--- config.mk ---
export PLATFORM = sky130hd
export DESIGN_NAME = tmr_fault_monitor_flat
export DESIGN_NICKNAME = d
export VERILOG_FILES = /design/src/rtl/tmr_fault_monitor_pkg.sv /design/src/rtl/tmr_fault_monitor_if.sv /design/src/rtl/tmr_fault_monitor_mismatch_detect.sv /design/src/rtl/tmr_fault_monitor.sv /design/src/flat_wrapper.sv
export SDC_FILE = /design/constraint.sdc
export NUM_CORES = 1
export LEC_CHECK = 0
export ABC_AREA = 0
export CAP_MARGIN = 5
export CELL_PAD_IN_SITES_DETAIL_PLACEMENT = 0
export CELL_PAD_IN_SITES_GLOBAL_PLACEMENT = 1
export CORE_UTILIZATION = 27
export CTS_CLUSTER_DIAMETER = 100
export DETAILED_ROUTE_END_ITERATION = 8
export PLACE_DENSITY_LB_ADDON = 0.1
export SLEW_MARGIN = 30
export SYNTH_ARGS = -nofsm -noshare
export SYNTH_HDL_FRONTEND = slang
export SYNTH_SLANG_ARGS = --single-unit
--- constraint.sdc ---
create_clock -name clk -period 2.8 [get_ports clk]
set_clock_uncertainty 0.2 [all_clocks]
set_input_delay 0.7 -clock clk [delete_from_list [all_inputs] [get_ports clk]]
set_output_delay 0.7 -clock clk [all_outputs]
set_load 0.02 [all_outputs]
--- src/rtl/tmr_fault_monitor_pkg.sv ---
// Shared types for the TMR fault monitor: FSM states, lane identifiers and
// common widths.
package tmr_fault_monitor_pkg;

  typedef enum logic [1:0] {
    TMR_IDLE,
    TMR_REQ,
    TMR_RESYNC,
    TMR_FATAL
  } tmrState_e;

  typedef enum logic [1:0] {
    LANE_A,
    LANE_B,
    LANE_C
  } tmrLane_e;

  localparam int NUM_LANES = 3;
  localparam int ERR_CNT_W = 32;

endpackage

--- src/rtl/tmr_fault_monitor_if.sv ---
// Lane sample, resync handshake and status bundle between the execute-stage
// voter/pipeline (master) and the fault monitor (slave).
interface tmr_fault_monitor_if
  import tmr_fault_monitor_pkg::*;
#(
  parameter int unsigned SIG_W = 32
);

  logic                 valid_i;
  logic [SIG_W-1:0]     sig_a_i;
  logic [SIG_W-1:0]     sig_b_i;
  logic [SIG_W-1:0]     sig_c_i;
  logic                 resync_ack_i;
  logic                 clear_i;
  logic [NUM_LANES-1:0] lane_err_o;
  logic [NUM_LANES-1:0] lane_faulty_o;
  logic                 resync_req_o;
  logic                 resync_busy_o;
  logic                 fatal_o;
  logic [ERR_CNT_W-1:0] err_count_o;

  modport master (
    output valid_i, sig_a_i, sig_b_i, sig_c_i, resync_ack_i, clear_i,
    input  lane_err_o, lane_faulty_o, resync_req_o, resync_busy_o, fatal_o, err_count_o
  );

  modport slave (
    input  valid_i, sig_a_i, sig_b_i, sig_c_i, resync_ack_i, clear_i,
    output lane_err_o, lane_faulty_o, resync_req_o, resync_busy_o, fatal_o, err_count_o
  );

endinterface

--- src/rtl/tmr_fault_monitor_mismatch_detect.sv ---
// Combinational classifier: flags the single disagreeing lane, or an
// uncorrectable sample when all three signatures differ.
module tmr_mismatch_detect
  import tmr_fault_monitor_pkg::*;
#(
  parameter int unsigned SIG_W = 32
) (
  input  logic [SIG_W-1:0]     sig_a,
  input  logic [SIG_W-1:0]     sig_b,
  input  logic [SIG_W-1:0]     sig_c,
  output logic [NUM_LANES-1:0] lane_bad,
  output logic                 uncorrectable
);

  logic ab_eq;
  logic ac_eq;
  logic bc_eq;

  assign ab_eq = (sig_a == sig_b);
  assign ac_eq = (sig_a == sig_c);
  assign bc_eq = (sig_b == sig_c);

  always_comb begin
    lane_bad         = '0;
    lane_bad[LANE_A] = !ab_eq && !ac_eq &&  bc_eq;
    lane_bad[LANE_B] = !ab_eq &&  ac_eq && !bc_eq;
    lane_bad[LANE_C] =  ab_eq && !ac_eq && !bc_eq;
  end

  assign uncorrectable = !ab_eq && !ac_eq && !bc_eq;

endmodule

--- src/rtl/tmr_fault_monitor.sv ---
// Tracks consecutive per-lane TMR faults, drives the lane resync handshake,
// and reports uncorrectable mismatches plus a saturating error count.
module tmr_fault_monitor
  import tmr_fault_monitor_pkg::*;
#(
  parameter int unsigned SIG_W         = 32,
  parameter int unsigned THRESHOLD     = 4,
  parameter int unsigned RESYNC_CYCLES = 8
) (
  input  logic              clk,
  input  logic              reset_n,
  tmr_fault_monitor_if.slave bus
);

  localparam int unsigned     CNT_W    = $clog2(THRESHOLD + 1);
  localparam int unsigned     TMR_W    = $clog2(RESYNC_CYCLES + 1);
  localparam logic [CNT_W-1:0] CNT_MAX  = CNT_W'(THRESHOLD);
  localparam logic [TMR_W-1:0] TMR_LAST = TMR_W'(RESYNC_CYCLES - 1);

  function automatic logic [CNT_W-1:0] sat_inc_cnt(input logic [CNT_W-1:0] v);
    return (v == CNT_MAX) ? v : v + CNT_W'(1);
  endfunction

  function automatic logic [ERR_CNT_W-1:0] sat_inc_err(input logic [ERR_CNT_W-1:0] v);
    return (&v) ? v : v + ERR_CNT_W'(1);
  endfunction

  tmrState_e            state_q;
  tmrState_e            state_d;
  logic [NUM_LANES-1:0] lane_bad;
  logic                 uncorr;
  logic [CNT_W-1:0]     cnt_q [NUM_LANES];
  logic [CNT_W-1:0]     cnt_d [NUM_LANES];
  logic [NUM_LANES-1:0] hit;
  logic [NUM_LANES-1:0] faulty_q;
  logic [NUM_LANES-1:0] lane_err_p1;
  logic [ERR_CNT_W-1:0] err_cnt_q;
  logic [TMR_W-1:0]     timer_q;
  logic                 idle_sample;
  logic                 sample_bad;
  logic                 go_fatal;
  logic                 timer_done;
  logic                 resync_exit;

  tmr_mismatch_detect #(.SIG_W(SIG_W)) u_detect (
    .sig_a         (bus.sig_a_i),
    .sig_b         (bus.sig_b_i),
    .sig_c         (bus.sig_c_i),
    .lane_bad      (lane_bad),
    .uncorrectable (uncorr)
  );

  assign idle_sample = bus.valid_i && (state_q == TMR_IDLE);
  assign go_fatal    = bus.valid_i && uncorr;
  assign sample_bad  = bus.valid_i && ((|lane_bad) || uncorr);
  assign timer_done  = (timer_q == TMR_LAST);
  // Fatal pre-empts a resync exit, so counters and faulty flags stay frozen.
  assign resync_exit = (state_q == TMR_RESYNC) && timer_done && !go_fatal;

  // Consecutive-fault counters: only idle samples move them.
  always_comb begin
    for (int l = 0; l < NUM_LANES; l++) begin
      cnt_d[l] = cnt_q[l];
      if (bus.clear_i || resync_exit) begin
        cnt_d[l] = '0;
      end else if (idle_sample) begin
        cnt_d[l] = lane_bad[l] ? sat_inc_cnt(cnt_q[l]) : '0;
      end
      hit[l] = idle_sample && (cnt_d[l] == CNT_MAX);
    end
  end

  always_ff @(posedge clk) begin
    if (!reset_n) begin
      state_q <= TMR_IDLE;
    end else begin
      state_q <= state_d;
    end
  end

  always_comb begin
    state_d = state_q;
    case (state_q)
      TMR_IDLE:   if (|hit)             state_d = TMR_REQ;
      TMR_REQ:    if (bus.resync_ack_i) state_d = TMR_RESYNC;
      TMR_RESYNC: if (timer_done)       state_d = TMR_IDLE;
      default:                          state_d = TMR_FATAL;
    endcase
    if (go_fatal) state_d = TMR_FATAL;
  end

  always_comb begin
    bus.resync_req_o  = 1'b0;
    bus.resync_busy_o = 1'b0;
    bus.fatal_o       = 1'b0;
    case (state_q)
      TMR_REQ: begin
        bus.resync_req_o  = 1'b1;
        bus.resync_busy_o = 1'b1;
      end
      TMR_RESYNC: bus.resync_busy_o = 1'b1;
      TMR_FATAL:  bus.fatal_o       = 1'b1;
      default: ;
    endcase
  end

  // Sample -> registered status stage.
  always_ff @(posedge clk) begin
    if (!reset_n) begin
      cnt_q       <= '{default: '0};
      timer_q     <= '0;
      lane_err_p1 <= '0;
      err_cnt_q   <= '0;
      faulty_q    <= '0;
    end else begin
      cnt_q       <= cnt_d;
      timer_q     <= (state_q == TMR_RESYNC) ? timer_q + TMR_W'(1) : '0;
      lane_err_p1 <= bus.valid_i ? lane_bad : '0;
      if (bus.clear_i) begin
        err_cnt_q <= '0;
      end else if (sample_bad) begin
        err_cnt_q <= sat_inc_err(err_cnt_q);
      end
      if (resync_exit) begin
        faulty_q <= '0;
      end else if ((state_q == TMR_IDLE) && (state_d == TMR_REQ)) begin
        faulty_q <= hit;
      end
    end
  end

  assign bus.lane_err_o    = lane_err_p1;
  assign bus.lane_faulty_o = faulty_q;
  assign bus.err_count_o   = err_cnt_q;

endmodule
--- src/flat_wrapper.sv ---
// flat-port wrapper written by rule: the top's interface ports become plain ports
module tmr_fault_monitor_flat import tmr_fault_monitor_pkg::*;
#(
  parameter int unsigned SIG_W         = 32,
  parameter int unsigned THRESHOLD     = 4,
  parameter int unsigned RESYNC_CYCLES = 8
)
  (clk, reset_n, bus_valid_i, bus_sig_a_i, bus_sig_b_i, bus_sig_c_i, bus_resync_ack_i, bus_clear_i, bus_lane_err_o, bus_lane_faulty_o, bus_resync_req_o, bus_resync_busy_o, bus_fatal_o, bus_err_count_o);
  tmr_fault_monitor_if #(.SIG_W(SIG_W)) bus_i ();
  input  logic clk;
  input  logic reset_n;
  input wire logic [$bits(bus_i.valid_i)-1:0] bus_valid_i;
  input wire logic [$bits(bus_i.sig_a_i)-1:0] bus_sig_a_i;
  input wire logic [$bits(bus_i.sig_b_i)-1:0] bus_sig_b_i;
  input wire logic [$bits(bus_i.sig_c_i)-1:0] bus_sig_c_i;
  input wire logic [$bits(bus_i.resync_ack_i)-1:0] bus_resync_ack_i;
  input wire logic [$bits(bus_i.clear_i)-1:0] bus_clear_i;
  output wire logic [$bits(bus_i.lane_err_o)-1:0] bus_lane_err_o;
  output wire logic [$bits(bus_i.lane_faulty_o)-1:0] bus_lane_faulty_o;
  output wire logic [$bits(bus_i.resync_req_o)-1:0] bus_resync_req_o;
  output wire logic [$bits(bus_i.resync_busy_o)-1:0] bus_resync_busy_o;
  output wire logic [$bits(bus_i.fatal_o)-1:0] bus_fatal_o;
  output wire logic [$bits(bus_i.err_count_o)-1:0] bus_err_count_o;
  assign bus_i.valid_i = bus_valid_i;
  assign bus_i.sig_a_i = bus_sig_a_i;
  assign bus_i.sig_b_i = bus_sig_b_i;
  assign bus_i.sig_c_i = bus_sig_c_i;
  assign bus_i.resync_ack_i = bus_resync_ack_i;
  assign bus_i.clear_i = bus_clear_i;
  assign bus_lane_err_o = bus_i.lane_err_o;
  assign bus_lane_faulty_o = bus_i.lane_faulty_o;
  assign bus_resync_req_o = bus_i.resync_req_o;
  assign bus_resync_busy_o = bus_i.resync_busy_o;
  assign bus_fatal_o = bus_i.fatal_o;
  assign bus_err_count_o = bus_i.err_count_o;
  tmr_fault_monitor #(.SIG_W(SIG_W), .THRESHOLD(THRESHOLD), .RESYNC_CYCLES(RESYNC_CYCLES)) u_core (.clk(clk), .reset_n(reset_n), .bus(bus_i));
endmodule
==> Word-level counts from Yosys, hierarchy flattened <==
Index checks and enable logic that the tools add are counted.
{ "op_classes": {"addsub": 5, "mul": 0, "div_mod_pow": 0, "order_cmp": 0, "n_eq_ne": 14, "shift": 0, "mux": 20, "n_bitwise": 2, "reduce_logical": 32} }
{ "op_table": {"columns": ["cell", "count"], "rows": [
  ["$eq 32x32->1", 3],
  ["$mux 3", 12],
  ["$add 32x1->32 const B", 1],
  ["$reduce_and 32->1", 1],
  ["$eq 3x3->1 const B", 6],
  ["$logic_and 1x1->1", 16],
  ["$add 3x1->3 const B", 3],
  ["$mux 2", 4],
  ["$pmux 2 s3", 1],
  ["$reduce_and 2->1", 3],
  ["$reduce_or 2->1", 3],
  ["$reduce_or 3->1", 2],
  ["$add 4x1->4 const B", 1],
  ["$eq 2x1->1 const B", 2],
  ["$eq 2x2->1 const B", 2],
  ["$eq 4x3->1 const B", 1],
  ["$logic_not 1->1", 4],
  ["$mux 1", 3],
  ["$logic_not 2->1", 1],
  ["$logic_or 1x1->1", 2],
  ["$not 1->1", 2]
]} }
{ "totals": {"ff_bits": 53, "latchBits": 0, "ram_bits": 0, "mem_bits_ro": 0, "input_bits": 101, "n_memories": 0} }

==> Depth between registers and ports, before layout <==
Gate-level depths: netlist (run 1).
{ "logic_depth": {"depth_word": 17, "depth_mapped": 11, "depth_no_buf": 10} }

==> Cells and area by module <==
Synthesis (run 1) repeated with hierarchy kept, for this count alone.
{ "hier_totals": {"cells_unflattened": 483, "area_unflattened_um2": 3970.1} }
{ "modules_own_cells": {"columns": ["module", "instances", "cells_each", "area_each_um2", "seq_area_each_um2"], "rows": [
  ["tmr_fault_monitor", 1, 351, 2894.0, 1061.0],
  ["tmr_mismatch_detect", 1, 132, 1076.0, 0.0]
]} }

==> Least setup slack after synthesis (run 1) <==
No wires, ideal clock.
{ "synth_timing": {"path_type": "input to register", "from": "input port bus_valid_i", "to": "register u_core.faulty_q[2] (netlist: u_core.bus.lane_faulty_o[2])", "arrival_time_ps": 2440, "t_required_ps": 2528, "setup_slack_ps": 89, "path_stages": 9, "path_buffers": 1, "path_cell_list": "buf_2 nand2_1 a21oi_1 mux2i_1 o21ai_0 or4_1 o211a_2 o2bb2ai_4 mux2i_1"} }
{ "synth_via": {"elab_chain_len": 13, "elab_cells_between_ends": 24, "cone_classes": "eq/ne: 4; mux: 9; reduce/logical: 11"} }
{ "synth_rtl": {"columns": ["item", "line_no", "rtl"], "rows": [
  ["start: declaration", "flat_wrapper.sv:12", "input wire logic [$bits(bus_i.valid_i)-1:0] bus_valid_i;"],
  ["$logic_and 1x1->1", "tmr_fault_monitor.sv:54", "assign go_fatal = bus.valid_i && uncorr;"],
  ["$logic_not 1->1", "tmr_fault_monitor.sv:58", "assign resync_exit = (state_q == TMR_RESYNC) && timer_done && !go_fatal;"],
  ["$logic_and 1x1->1", "tmr_fault_monitor.sv:58", null],
  ["$logic_or 1x1->1", "tmr_fault_monitor.sv:64", "if (bus.clear_i || resync_exit) begin"],
  ["$mux 3", "tmr_fault_monitor.sv:64", null],
  ["$eq 3x3->1", "tmr_fault_monitor.sv:69", "hit[l] = idle_sample && (cnt_d[l] == CNT_MAX);"],
  ["$logic_and 1x1->1", "tmr_fault_monitor.sv:69", null],
  ["$reduce_or 3->1", "tmr_fault_monitor.sv:84", "TMR_IDLE: if (|hit) state_d = TMR_REQ;"],
  ["$mux 2", "tmr_fault_monitor.sv:84", null],
  ["$pmux 2 s3", "tmr_fault_monitor.sv:83", "case (state_q)"],
  ["$mux 2", "tmr_fault_monitor.sv:89", "if (go_fatal) state_d = TMR_FATAL;"],
  ["$eq 2x1->1", "tmr_fault_monitor.sv:126", "end else if ((state_q == TMR_IDLE) && (state_d == TMR_REQ)) begin"],
  ["$logic_and 1x1->1", "tmr_fault_monitor.sv:126", null],
  ["end signal: assignment", "tmr_fault_monitor.sv:127", "faulty_q <= hit;"],
  ["end: declaration", "tmr_fault_monitor.sv:35", "logic [NUM_LANES-1:0] faulty_q;"]
]} }
Parallel ways exist; a longest one is shown, timed or not.
A chain may end at the register's enable or synchronous reset.

==> Final worst setup path (run 1) <==
{ "layout_timing": {"from": "input port bus_sig_a_i[15]", "to": "register u_core.faulty_q[1] (netlist: u_core.bus.lane_faulty_o[1])"} }
{ "layout_via": {"elab_chain_len": 17, "elab_cells_between_ends": 37, "cone_classes": "eq/ne: 6; mux: 12; reduce/logical: 19"} }
{ "layout_rtl": {"columns": ["item", "line_no", "rtl"], "rows": [
  ["start: declaration", "flat_wrapper.sv:13", "input wire logic [$bits(bus_i.sig_a_i)-1:0] bus_sig_a_i;"],
  ["$eq 32x32->1 (on tied branches)", "tmr_fault_monitor_mismatch_detect.sv:19, tmr_fault_monitor_mismatch_detect.sv:20", null],
  ["$logic_not 1->1 (on tied branches)", null, null],
  ["$logic_and 1x1->1", "tmr_fault_monitor_mismatch_detect.sv:25, tmr_fault_monitor_mismatch_detect.sv:30", null],
  ["$logic_and 1x1->1", "tmr_fault_monitor_mismatch_detect.sv:30", "assign uncorrectable = !ab_eq && !ac_eq && !bc_eq;"],
  ["$logic_and 1x1->1", "tmr_fault_monitor.sv:54", null],
  ["$logic_not 1->1", "tmr_fault_monitor.sv:58", null],
  ["$logic_and 1x1->1", "tmr_fault_monitor.sv:58", null],
  ["$logic_or 1x1->1", "tmr_fault_monitor.sv:64", null],
  ["$mux 3", "tmr_fault_monitor.sv:64", null],
  ["$eq 3x3->1", "tmr_fault_monitor.sv:69", null],
  ["$logic_and 1x1->1", "tmr_fault_monitor.sv:69", null],
  ["$reduce_or 3->1", "tmr_fault_monitor.sv:84", null],
  ["$mux 2", "tmr_fault_monitor.sv:84", null],
  ["$pmux 2 s3", "tmr_fault_monitor.sv:83", null],
  ["$mux 2", "tmr_fault_monitor.sv:89", null],
  ["$eq 2x1->1", "tmr_fault_monitor.sv:126", null],
  ["$logic_and 1x1->1", "tmr_fault_monitor.sv:126", null]
]} }
Parallel ways exist; a longest one is shown, timed or not.

==> results of run 1 <==
## metal layers
layer,up-vias,GRT usage,routed length [um]
met5,-,0,13
met4,2,0.0430,172
met3,15,0.0461,785
met2,104,0.290,5740
met1,1803,0.208,5470
li1,1998,-,-
## sequential cells by signal (all words and copies together), names as in the netlist
register / cells
u_core.bus.err_count_o: 32
u_core.cnt_q: 9
u_core.timer_q: 4
u_core.bus.lane_err_o: 3
u_core.bus.lane_faulty_o: 3
u_core.state_q: 2
## worst max-delay path: stages
cell	delay, ns
dlygate4sd2_1	0.26
xnor2_1	0.13
nand4_1	0.14
nor4_2	0.27
nand2_1	0.18
or4_4	0.53
o211a_4	0.18
o2bb2ai_4	0.15
mux2i_1	0.19
## timing repair
item	CTS	global route
resized for setup	139	114
hold buffers	0	0
pin swaps	49	38
setup buffers	3	2
setup endpoints to repair	47	39
## cell usage in the layout, fill, tap and decap left out, types with 3 or more instances in the layout
cell / netlist / layout
or4_1: 5 / 4
nand3_1: 12 / 12
nor4_1: 13 / 3
nand2b_1: 5 / 5
o21ai_1: 3 / 5
dlygate4sd2_1: 0 / 36
o21ai_0: 8 / 6
xnor2_2: 0 / 17
and3_1: 12 / 12
ha_1: 12 / 12
xor2_1: 55 / 50
clkdlybuf4s50_1: 0 / 44
clkbuf_16: 0 / 5
and2_1: 5 / 4
nand2_1: 22 / 20
nor4_2: 0 / 9
or3_1: 8 / 8
nand4_1: 36 / 36
dfxtp_1: 53 / 53
buf_4: 0 / 76
clkdlybuf4s15_1: 0 / 11
a21oi_1: 19 / 17
nor3_1: 6 / 6
diode_2: 0 / 3
nor2_1: 40 / 39
and4_1: 4 / 4
mux2i_1: 8 / 8
nor2b_1: 4 / 4
inv_1: 9 / 9
xor2_2: 0 / 5
xnor2_1: 69 / 51
clkbuf_2: 0 / 48
## power breakdown
part	leakage [nW]	internal [mW]	switching (mW)
Sequential	0.428	0.760	0.00508
Clock	0.0713	0.335	0.297
Combinational	1.94	0.274	0.240
Total	2.44	1.37	0.542
## metrics by stage
step,setup slack [ns],util
global route,-0.0133,0.456
CTS,0.00341,0.464
finish,0.0907,0.457
detailed placement,-0.750,0.442
floorplan,0.0887,-
global placement,-0.736,0.442
## area by class of cell
class	instances	area, um2	share of cell area
diodes	3	7.51	0.00123
clock buffers	6	129	0.0211
clock inverters	2	13.8	0.00226
inverters	9	33.8	0.00554
multi-input cells	369	2880	0.473
flip-flops and latches	53	1060	0.174
well taps	176	220	0.0361
repair buffers	220	1740	0.286
## path summary, 6_finish.rpt
path                                               start                                        to  cells after the start
hold reg to reg             u_core.timer_q[0]$_SDFF_PN0_              u_core.timer_q[0]$_SDFF_PN0_                      1
setup reg to reg  u_core.bus.err_count_o[0]$_SDFFE_PP0P_   u_core.bus.err_count_o[10]$_SDFFE_PP0P_                     10
hold / removal              u_core.timer_q[0]$_SDFF_PN0_              u_core.timer_q[0]$_SDFF_PN0_                      1
setup / recovery                         bus_sig_a_i[15]  u_core.bus.lane_faulty_o[1]$_SDFFE_PP0P_                      9
## kinds of logic after synthesis
family	Yosys count	synth area share
muxes	8	0.0215
xor gates and xnor gates	124	0.291
buffers and inverters	19	0.0208
DFF	53	0.284
AOI/OAI and AO/OA	48	0.0859
adders and majority gates	12	0.0403
and+or+nand+nor	177	0.256
==> flow_summary.yaml, run 1 <==
yosys:
  synth_area_um2: 3730
  synthFlopType: "dfxtp_1"
  synth_fp_nets: 554
  ys_top_cells_by_count: "69 x xnor2_1, 55 x xor2_1, 53 x dfxtp_1"
  netlist_instances: 441
  yosysWarnings: 0
  synth-edff-count: 0
  yosysTopAreaCellShare: 0.284
  async_reset_ff_frac: 0
  synth_top_cell_by_area: "dfxtp_1"
  yosys.cell_types.count: 41
  synth.avg_cell_area_um2: 8.46
  ys_seq_elements: 53
  ys_seq_area_frac: 0.284
  synthTopCellsByArea: "dfxtp_1 28%, xnor2_1 16%, xor2_1 13%"
  yosysMostFrequentCell: "xnor2_1"
route:
  drt_iter0_drc: 114
  drt_first_pass_iters: 4
  via_per_inst: 4.68
  antenna_left: 0
  num_vias: 3922
  wl_per_cell_um: 14.5
  drc: 0
  drt_wl_total_um: 12200
grt:
  antenna_found_initial: 4
  grt_pass1_vias: 3916
  grt_usage: 0.169
  grt_start_max_net_pins: 33
  grt_pass1_wl_um: 19200
  gr-total-overflow: 0
place:
  port_buffers: 141
  place_inst: 823
  dpl.hpwl_um: 10100
  place_area_um2: 5890
  gp_congestion: 0.838
setup_path:
  cp_max_fo: 3
  cp-end-kind: "register"
  path_class: "in -> reg"
  critical_path_arrival_ns: 2.73
  start_kind: "input port"
  required_ns: 2.82
  rrSetupSlack_ns: 0.23
cells_and_area:
  layout.cells.non_filler: 838
  drive_gt1_frac: 0.272
  finalNetCount: 771
  n_fill_cell: 1406
  syn_to_final_growth_pct: 63.4
  fin_area_um2: 6090
power_and_ir_drop:
  p_per_area_nw_per_um2: 314
  ir_worst_vdd_uv: 206
  leakage_nw: 2.44
  power_mw: 1.91
timing:
  whs_ns: 0.252
  fin_tns_setup_ns: 0
  final-setup-viol-count: 0
  period_minus_slack_ns: 2.71
  worst-slew-pin-transition_ns: 0.366
  max_slew_margin: 0.756
  max_freq_mhz: 369
  drv_slew: 0
  hold_viol: 0
  min_period_over_period: 0.968
clocking:
  h-tree-depth: 2
  cts.path.max_buffers: 2
  clkSlewWorstSetupHoldPaths_ns: 0.07
  cts_root_buf: "clkbuf_16"
  cts_sinks: 53
  cts_made_buffers: 5
  clk_latency_ns: 0.30
  cts_tree: "yes"
floorplan:
  fp.dieArea_um2: 14300
  start_util: 0.279
  rows: 42
  die_w_um: 120
  die_h_um: 120
  io_pins: 142
  design.core.area_um2: 13300
flow_run:
  maxCapViolations: 0
status:
  outcome: "complete, no violations"
hold_path:
  hold_path_class: "reg -> reg"
(Power assumes the default switching activity.)
==> inputs of run 2 (changes only) <==
Settings changed: ABC_CLOCK_PERIOD_IN_PS from default to 2800, CORE_UTILIZATION 27 to 29.
==> run 2 against run 1 <==
  * Hold slack gained 0.0058 ns
  * Clock power grew 0.6%
  * Largest power group unchanged
  * Critical path type unchanged
  * Combinational power grew 4%
  * Die area shrank 6.8%
  * Non-clock buffer count shrank 14
  * Final area grew 1.1%
==> flow_summary.yaml, run 2 (synthesis results as in run 1) <==
status:
  outcome: "complete, no violations"
route:
  top_layer: "met5"
  via_per_inst: 4.72
  antenna_left: 0
  drc: 0
  route.met2.wl_um: 5820
  drt_iter0_drc: 196
  wl_per_cell_um: 15.2
  drt_wl_total_um: 12500
  wl_met1_um: 5690
  drt_first_pass_iters: 4
  wl_met3_um: 813
  num_vias: 3869
setup_path:
  rrSetupSlack_ns: 0.16
  cp-end-kind: "register"
  cp_max_fo: 6
  startpoint: "bus_sig_b_i[22]"
  required_ns: 2.79
  critPathMaxStageDelay_ns: 0.54
  timing.rr.start: "u_core.bus.err_count_o[1]$_SDFFE_PP0P_"
  crit_chain: "dlygate4sd2_1, xor2_2, nor4_4, buf_4, nand4_1, o2111a_2, or4_4, and3_4"
  critPathSlowestCell: "or4_4"
  critical_path_arrival_ns: 2.76
  start_kind: "input port"
  path_class: "in -> reg"
cells_and_area:
  finalNetCount: 757
  fin_area_um2: 6160
  syn_to_final_growth_pct: 65.2
  drive_gt1_frac: 0.254
  n_fill_cell: 1282
  final_cell_mix: "61 x buf_4, 52 x dfxtp_1, 49 x xor2_1, 46 x xnor2_1, 44 x clkdlybuf4s50_1"
  final_common_cell: "buf_4"
  largest_reg_flops: 32
  post-route-util: 0.490
timing:
  fin_tns_setup_ns: 0
  final-setup-viol-count: 0
  whs_ns: 0.258
  period_minus_slack_ns: 2.77
  max_slew_margin: 0.760
  drv_slew: 0
  rsz0062_at_grt: "yes"
  worst-slew-pin-transition_ns: 0.360
  max_freq_mhz: 361
  min_period_over_period: 0.990
  hold_viol: 0
grt:
  grt_pass1_wl_um: 19600
  grt_pass1_vias: 3875
  antenna_found_initial: 4
  gr-total-overflow: 0
  grt_usage: 0.190
  grt_start_max_net_pins: 33
floorplan:
  design.core.area_um2: 12600
  start_util: 0.297
  die_h_um: 115
  fp.dieArea_um2: 13300
  rows: 41
  die_w_um: 115
  io_pins: 142
flow_run:
  maxCapViolations: 0
place:
  dpl.hpwl_um: 10100
  port_buffers: 141
  gp_congestion: 0.798
  place_area_um2: 5790
power_and_ir_drop:
  leakage_nw: 2.46
  p_per_area_nw_per_um2: 314
  power_mw: 1.93
  ir_worst_vdd_uv: 213
hold_path:
  min-delay-start: "u_core.timer_q[0]$_SDFF_PN0_"
  hold_path_class: "reg -> reg"
clocking:
  cts.path.max_buffers: 2
  clk_latency_ns: 0.29
  cts_root_buf: "clkbuf_16"
  h-tree-depth: 2
  cts_tree: "yes"
  clkSlewWorstSetupHoldPaths_ns: 0.07
  cts_sinks: 53
  cts_made_buffers: 5
## run 2: final cells by class
cell class	instances	area [um2]	area share
multi-input combinational	369	2970	0.482
clock buffer	6	129	0.0209
inverter	9	33.8	0.00548
tap	172	215	0.0349
antenna	2	5.00	0.000812
timing repair buffer	206	1730	0.281
clock inverter	2	13.8	0.00223
sequential	53	1060	0.172
## run 2: power breakdown
part	internal [mW]	total (mW)	leakage (nW)	switching, mW
clock network	0.335	0.636	0.0713	0.301
logic	0.283	0.532	1.96	0.249
registers	0.760	0.765	0.428	0.00544
## run 2: worst max-delay path: cells and delay by family
kind                      cells  cell delay [ns]
AOI/OAI and AO/OA             1             0.35
and+or+nand+nor               4             1.11
xor gates and xnor gates      1             0.17
buffers and inverters         2             0.43
## run 2: routing by layer
metal  up-vias  global-route usage
li1       1969                   -
met1      1779               0.248
met2       103               0.315
met3        14              0.0518
met4         4              0.0364
met5         -                   0
## run 2: through the flow
step / cells / setup slack, ns
after detailed placement: 806 / -0.684
after global routing: 818 / -0.0385
after floorplan: 441 / 0.0887
after global placement: 806 / -0.626
after CTS: 817 / 0.00369
final: 819 / 0.0283
## run 2: worst paths after layout
kind | endpoint | cells past startpoint
min reg2reg | u_core.timer_q[0]$_SDFF_PN0_ | 1
max | u_core.state_q[0]$_SDFF_PN0_ | 8
min | u_core.timer_q[0]$_SDFF_PN0_ | 1
max reg2reg | u_core.bus.err_count_o[30]$_SDFFE_PP0P_ | 10
## run 2: what timing repair did
item,CTS,global route
pin swaps,43,69
resized for setup,132,116
gates cloned,1,0
buffers inserted,2,1
setup endpoints to repair,46,42
hold buffers,0,0
==> inputs of run 3 (changes only) <==
Settings changed: SLEW_MARGIN 30 to default.
==> results of run 3 <==
The final DEF is identical to that of run 2; final timing and power are the same.
